==> src/rtl/serial_frame_tx.sv <==
// serial_frame_tx: parallel-in, serial-out frame transmitter.
// Frame on sout: start bit (0), WIDTH data bits LSB first, optional parity bit, stop bit (1).
// The line idles high. sout/busy/done come straight from flops, so they cannot glitch.
// Optional feature macro: TX_PARITY_EN inserts a parity bit (even, or odd when PARITY_ODD=1)
// between the last data bit and the stop bit. Without it the frame has no parity bit.
module serial_frame_tx #(
    parameter int WIDTH      = 8,
    parameter bit PARITY_ODD = 1'b0
) (
    input  logic             clk,
    input  logic             reset,
    input  logic             load_valid,
    input  logic [WIDTH-1:0] data_in,
    output logic             load_ready,
    output logic             sout,
    output logic             busy,
    output logic             done
);

    localparam int CW = (WIDTH > 1) ? $clog2(WIDTH) : 1;

`ifdef TX_PARITY_EN
    typedef enum logic [2:0] {
        IDLE   = 3'd0,
        START  = 3'd1,
        DATA   = 3'd2,
        PARITY = 3'd3,
        STOP   = 3'd4
    } state_t;
`else
    typedef enum logic [2:0] {
        IDLE  = 3'd0,
        START = 3'd1,
        DATA  = 3'd2,
        STOP  = 3'd4
    } state_t;
`endif

    state_t           state, state_nxt;
    logic [WIDTH-1:0] shreg, shreg_nxt;
    logic [CW-1:0]    cnt, cnt_nxt;
    logic             sout_nxt, busy_nxt, done_nxt;
    logic             xfer;

`ifdef TX_PARITY_EN
    logic par_q, par_nxt;
`endif

    // A word can be accepted while idle or while the stop bit is going out.
    assign load_ready = (state == IDLE) || (state == STOP);
    assign xfer       = load_valid && load_ready;

    // Next-state, next-datapath and next-output decode.
    always_comb begin
        state_nxt = state;
        shreg_nxt = shreg;
        cnt_nxt   = cnt;
`ifdef TX_PARITY_EN
        par_nxt   = par_q;
`endif
        case (state)
            IDLE, STOP: begin
                if (xfer) begin
                    state_nxt = START;
                    shreg_nxt = data_in;
                    cnt_nxt   = '0;
`ifdef TX_PARITY_EN
                    // Parity is taken from the word as it is latched.
                    par_nxt   = (^data_in) ^ PARITY_ODD;
`endif
                end else begin
                    state_nxt = IDLE;
                end
            end
            START: begin
                state_nxt = DATA;
                cnt_nxt   = '0;
            end
            DATA: begin
                shreg_nxt = shreg >> 1;
                if (cnt == CW'(WIDTH - 1)) begin
`ifdef TX_PARITY_EN
                    state_nxt = PARITY;
`else
                    state_nxt = STOP;
`endif
                    cnt_nxt   = '0;
                end else begin
                    cnt_nxt   = cnt + CW'(1);
                end
            end
`ifdef TX_PARITY_EN
            PARITY: begin
                state_nxt = STOP;
            end
`endif
            default: begin
                state_nxt = IDLE;
            end
        endcase

        // Outputs are registered, so they are decoded from the upcoming state.
        // In DATA the bit on the line is always bit 0 of the (next) shift register.
        sout_nxt = 1'b1;
        case (state_nxt)
            START:   sout_nxt = 1'b0;
            DATA:    sout_nxt = shreg_nxt[0];
`ifdef TX_PARITY_EN
            PARITY:  sout_nxt = par_nxt;
`endif
            default: sout_nxt = 1'b1;
        endcase
        busy_nxt = (state_nxt != IDLE);
        done_nxt = (state_nxt == STOP);
    end

    // State, datapath and output registers; reset abandons any frame in flight.
    always_ff @(posedge clk) begin
        if (reset) begin
            state <= IDLE;
            shreg <= '0;
            cnt   <= '0;
            sout  <= 1'b1;
            busy  <= 1'b0;
            done  <= 1'b0;
`ifdef TX_PARITY_EN
            par_q <= 1'b0;
`endif
        end else begin
            state <= state_nxt;
            shreg <= shreg_nxt;
            cnt   <= cnt_nxt;
            sout  <= sout_nxt;
            busy  <= busy_nxt;
            done  <= done_nxt;
`ifdef TX_PARITY_EN
            par_q <= par_nxt;
`endif
        end
    end

endmodule

==> config.mk <==
export PLATFORM = sky130hd
export DESIGN_NAME = serial_frame_tx
export DESIGN_NICKNAME = d
export VERILOG_FILES = /design/src/rtl/serial_frame_tx.sv
export SDC_FILE = /design/constraint.sdc
export NUM_CORES = 1
export LEC_CHECK = 0
export CAP_MARGIN = 15
export CORE_UTILIZATION = 35
export CTS_CLUSTER_SIZE = 8
export DETAILED_ROUTE_END_ITERATION = 8
export PLACE_DENSITY = 0.68
export SYNTH_ARGS = -nofsm -noshare
export SYNTH_HDL_FRONTEND = slang
export SYNTH_SLANG_ARGS = --single-unit
==> constraint.sdc <==
create_clock -name clk -period 1.36 [get_ports clk]
set_input_delay 0.272 -clock clk [delete_from_list [all_inputs] [get_ports clk]]
set_output_delay 0.272 -clock clk [all_outputs]
set_load 0.05 [all_outputs]
==> flow_metrics.tcl, run 1 <==
set metrics [dict create \
    syn_area_per_cell_um2 10.3 \
    instances_no_fill 132 \
    overflow 0 \
    worstPathRequired_ns 1.09 \
    clk_path_buf_depth 2 \
    synthArstFlopShare 0 \
    port_buffers 14 \
    ant_nets 0 \
    dpl.hpwl_um 1260 \
    cp_slowest_cell "dfxtp_4" \
    critPathTopFamily "flip-flops" \
    maxSlewHeadroom 0.744 \
    drive_gt1_frac 0.362 \
    ctsRootBufferMaster "clkbuf_4" \
    synthCells 76 \
    setup_viol 0 \
    layout_worst_path_cycle_share 0.986 \
    synthesis.area_um2 781 \
    holdBufCountCts 0 \
    crit_arrival_ns 1.07 \
    crit_path_cell_trace "buf_6 > nor2_4 > buf_12" \
    rsz0062_at_grt "true" \
    end_kind "output port" \
    dr.pass1.iters 4 \
    fin_nets 119 \
    vias 675 \
    vias_per_cell 5.11 \
    drc 0 \
    crit_buf_inv 2 \
    max_stage_delay_ns 0.38 \
    dieArea_mm2 0.00242 \
    clock_latency_ns 0.29 \
    clock_skew_ns 0.00192 \
    status "completed" \
    yosysSeqAreaShare 0.436 \
    mostFrequentLayoutCells "dfxtp_1, buf_4, clkdlybuf4s50_1" \
    first_global_vias 662 \
    htreeDepth 1 \
    startpoint_type "flop" \
    diodes 0 \
    drt-initial-drc-count 21 \
    cts.sinks 17 \
    grt_pass1_wl_um 2820 \
    synth_edf_count 0 \
    die_y_um 49.2 \
    regArea_um2 349 \
    synthToLayoutAreaGrowth_pct 46.6 \
    timing.reg2reg.setup_slack_ns 0.05 \
    tightestPinTransition_ns 0.382 \
    crit_type "flop to output port" \
    gr-usage-all-layers 0.154 \
    cp_max_fo 6 \
    rows 16 \
    yosysWarnings 0 \
    routed_wl_um 1710 \
    clk_pin_slew_worst_paths_ns 0.10 \
    grt_antenna_before_repair 0 \
    multiInputGateArea_um2 419 \
    maxCapViolCount 0 \
    hold_path.class "flop to flop" \
    grt_max_degree 11 \
    dpl.cell_count 127 \
    period_minus_slack_ns 1.34 \
    synth_cell_types 31 \
    pwr_density_cell_mw_per_mm2 977 \
    total_power_mw 1.12 \
    ys_seq_elements 17 \
    fillCellCount 179 \
    vdd_ir_drop_max_v 0.000554 \
    syn_nets 89 \
    maxSlewViolCount 0 \
    synth_top_flop_cell "dfxtp_1" \
    cts_tree "built" \
    fmax_mhz 746 \
    wl_per_cell_um 12.9 \
    cts_made_buffers 3 \
    die_w_um 49.2 \
    ios 15 \
    leakagePower_nw 0.466 \
    finalHoldViolations 0 \
    start_util 0.386 \
    globalplace.congestion 0.841 \
    coreArea_mm2 0.00202 \
]
[what timing repair did]
item	CTS	global route
buffers inserted	1	1
hold endpoints to repair	0	0
gates resized for setup	5	7
gates cloned	0	0
setup endpoints to repair	9	13
pin swaps	1	1
[worst paths after layout]
path | from | end | cells past startpoint
setup / recovery | state[0] | load_ready | 3
hold / removal | shreg[6] | shreg[6] | 2
setup reg to reg | state[1] | cnt[1] | 5
hold reg to reg | shreg[6] | shreg[6] | 2
[worst register-to-register path: cells and delay by family (launching register included)]
kind	cells	cell delay, ns
AND/OR/NAND/NOR	2	0.47
AO/OA/AOI/OAI	1	0.15
flip-flops	1	0.36
buffers and inverters	2	0.29
[logic make-up after synthesis]
logic type | Yosys count | synth area share
compound gates | 22 | 0.196
fa+ha+maj | 2 | 0.0320
buf+inv | 7 | 0.0641
flops | 17 | 0.436
mux | 1 | 0.0128
simple gates | 27 | 0.260
[Yosys cell counts (2+ instances only)]
cell	count	area (um^2)
and2_1	2	12.5
a22oi_1	6	45.0
nand3_1	7	35.0
a22o_2	2	20.0
inv_1	2	7.51
nor2_1	4	15.0
a21oi_1	8	40.0
ha_1	2	25.0
nor3_1	2	10.0
nor3b_4	2	37.5
dfxtp_1	17	340
buf_6	3	33.8
[area by class of cell]
class                   instances  area share
multi-input cells              52       0.366
clock inverters                 1     0.00437
clock buffers                   3      0.0197
inverters                       2     0.00656
repair buffers                 30       0.269
flip-flops and latches         17       0.305
well taps                      27      0.0295
[flip-flops by register name (all words and copies together), names as in the netlist]
register	count
cnt	3
state	3
busy	1
sout	1
shreg	8
done	1
[where the power goes]
part	switching [mW]	internal, mW	total (mW)
registers	0.0238	0.528	0.552
clock network	0.167	0.110	0.277
logic	0.135	0.155	0.290
[metal layers]
metal / share of wire / wire, um / vias up / global-route usage
li1: - / - / 341 / -
met1: 0.45 / 760 / 307 / 0.192
met2: 0.50 / 847 / 23 / 0.247
met3: 0.037 / 63 / 4 / 0.0280
met4: 0.020 / 34 / 0 / 0.0882
met5: 0 / 0 / - / 0
[stage by stage]
step / hold slack [ns] / cell area, um^2 / worst slack (ns) / util / TNS [ns]
6_report: 0.479 / 1140 / 0.0193 / 0.566 / 0
5_1_grt: 0.484 / 1140 / -0.0226 / 0.566 / -0.0596
4_1_cts: 0.478 / 1110 / 0.0164 / 0.548 / 0
3_5_place_dp: 0.463 / 1070 / -0.252 / 0.528 / -2.56
3_3_place_gp: 0.456 / 1070 / -0.233 / 0.528 / -2.42
2_1_floorplan: 0.345 / 783 / 0.104 / - / 0
Power figures use the tool's default switching activity.
==> run 2, diff against run 1 <==
--- a/config.mk
+++ b/config.mk
@@ -6,10 +6,10 @@
 export NUM_CORES = 1
 export LEC_CHECK = 0
 export CAP_MARGIN = 15
-export CORE_UTILIZATION = 35
+export CORE_UTILIZATION = 40
 export CTS_CLUSTER_SIZE = 8
 export DETAILED_ROUTE_END_ITERATION = 8
-export PLACE_DENSITY = 0.68
+export PLACE_DENSITY = 0.74
 export SYNTH_ARGS = -nofsm -noshare
 export SYNTH_HDL_FRONTEND = slang
 export SYNTH_SLANG_ARGS = --single-unit
==> run 2 against run 1 <==
Routed wire length fell by 0.94%. Core utilization rose by 7.0 points. Final cell count fell by 2.3%. Critical path type is now primary input to flop.
==> flow_metrics.tcl, run 2 (same netlist as run 1, synthesis figures left out) <==
set metrics [dict create \
    clk_pin_slew_worst_paths_ns 0.10 \
    ios 15 \
    setup_viol 0 \
    hp-start "shreg[6]" \
    leakagePower_nw 0.454 \
    maxSlewHeadroom 0.762 \
    rsz0062_at_grt "true" \
    start_util 0.438 \
    hold_path.class "flop to flop" \
    rows 15 \
    wl_per_cell_um 13.1 \
    vias 688 \
    crit-reg2reg-launch "state[1]" \
    cts_tree "built" \
    startpoint_type "primary input" \
    instances_no_fill 129 \
    layout_worst_path_cycle_share 0.980 \
    dpl.hpwl_um 1240 \
    synthToLayoutAreaGrowth_pct 45.4 \
    fmax_mhz 750 \
    min_path_cells 2 \
    holdBufCountCts 0 \
    vdd_ir_drop_max_v 0.000589 \
    drt-initial-drc-count 13 \
    finalWorstSetupSlack_ns 0.0275 \
    globalplace.congestion 0.720 \
    cts_made_buffers 3 \
    htreeDepth 1 \
    dieArea_mm2 0.00213 \
    coreArea_mm2 0.00178 \
    end_kind "flop" \
    ctsRootBufferMaster "clkbuf_4" \
    grt_antenna_before_repair 0 \
    cts.sinks 17 \
    final_common_cell "dfxtp_1" \
    mostFrequentLayoutCells "dfxtp_1, buf_4, clkdlybuf4s50_1" \
    grt_max_degree 10 \
    diodes 0 \
    vias_per_cell 5.33 \
    fin_nets 118 \
    reg_top3 "shreg x8, cnt x3, state x3" \
    timing.reg2reg.setup_slack_ns 0.03 \
    maxCapViolCount 0 \
    first_global_vias 632 \
    dpl.cell_count 125 \
    clock_skew_ns 0.00540 \
    reg2reg_to "shreg[2]" \
    drive_gt1_frac 0.337 \
    fillCellCount 145 \
    tightestPinTransition_ns 0.354 \
    ant_nets 0 \
    cp_max_fo 8 \
    rr_worst_depth 4 \
    gr-usage-all-layers 0.187 \
    die_y_um 46.2 \
    status "completed" \
    hold_end "shreg[6]" \
    largest_register_ffs 8 \
    pwr_density_cell_mw_per_mm2 975 \
    crit_type "primary input to flop" \
    clock_latency_ns 0.29 \
    routed_wl_um 1690 \
    overflow 0 \
    dr.pass1.iters 4 \
    finalHoldViolations 0 \
    preCtsSetupSlack_ns -0.258 \
    top_register "shreg" \
    worstPathRequired_ns 1.55 \
    setup_tns_ns 0 \
    die_w_um 46.2 \
    period_minus_slack_ns 1.33 \
    maxSlewViolCount 0 \
    drc 0 \
    total_power_mw 1.11 \
    clk_path_buf_depth 2 \
    fin_util 0.636 \
    port_buffers 14 \
    crit_arrival_ns 1.52 \
    grt_pass1_wl_um 2710 \
]
-- run 2: final cells by class --
| class | instances | area [um^2] | share of cell area |
|---|---|---|---|
| Clock buffer | 4 | 26.3 | 0.0232 |
| Inverter | 2 | 7.51 | 0.00662 |
| Multi-Input combinational cell | 52 | 417 | 0.367 |
| Sequential cell | 17 | 349 | 0.308 |
| Tap cell | 25 | 31.3 | 0.0276 |
| Timing Repair Buffer | 29 | 304 | 0.268 |
-- run 2: worst max-delay path by stage --
stage | startpoint | to | slack (ns) | depth (start not counted)
after floorplan | state[1] | shreg[1] | 0.10 | 5
after global placement | load_valid | shreg[2] | -0.23 | 4
after detailed placement | load_valid | shreg[2] | -0.26 | 4
after CTS | state[0] | load_ready | 0.01 | 3
after global routing | state[1] | shreg[1] | -0.01 | 4
final | load_valid | shreg[2] | 0.03 | 4
-- run 2: timing repair --
| item | in CTS | in global routing |
|---|---|---|
| endpoints found under the setup margin | 8 | 7 |
| endpoints found under the hold margin | 0 | 0 |
| resized for setup | 6 | 6 |
| setup buffers | 1 | 1 |
| pin swaps | 1 | 2 |
-- run 2: metrics by stage --
step | hold slack [ns] | cell area, um^2
5_1_grt | 0.512 | 1130
3_5_place_dp | 0.466 | 1060
3_3_place_gp | 0.457 | 1060
4_1_cts | 0.480 | 1100
2_1_floorplan | 0.345 | 783
6_report | 0.476 | 1130
-- run 2: power breakdown --
group          switching, mW  internal [mW]  leakage [nW]
clock network          0.156          0.114        0.0150
logic                  0.133          0.152         0.298
registers             0.0233          0.528         0.141
total                  0.312          0.795         0.454
-- run 2: per-layer routing --
layer / track usage / vias to the layer above / share of wire
met1: 0.225 / 331 / 0.43
met5: 0 / - / 0
li1: - / 337 / -
met2: 0.290 / 15 / 0.51
met3: 0.0588 / 5 / 0.039
met4: 0.106 / 0 / 0.022
-- run 2: critical path, cell delays in order --
cell,delay (ns)
clkdlybuf4s50_1,0.48
or3b_2,0.56
nand3_1,0.13
a21oi_1,0.07
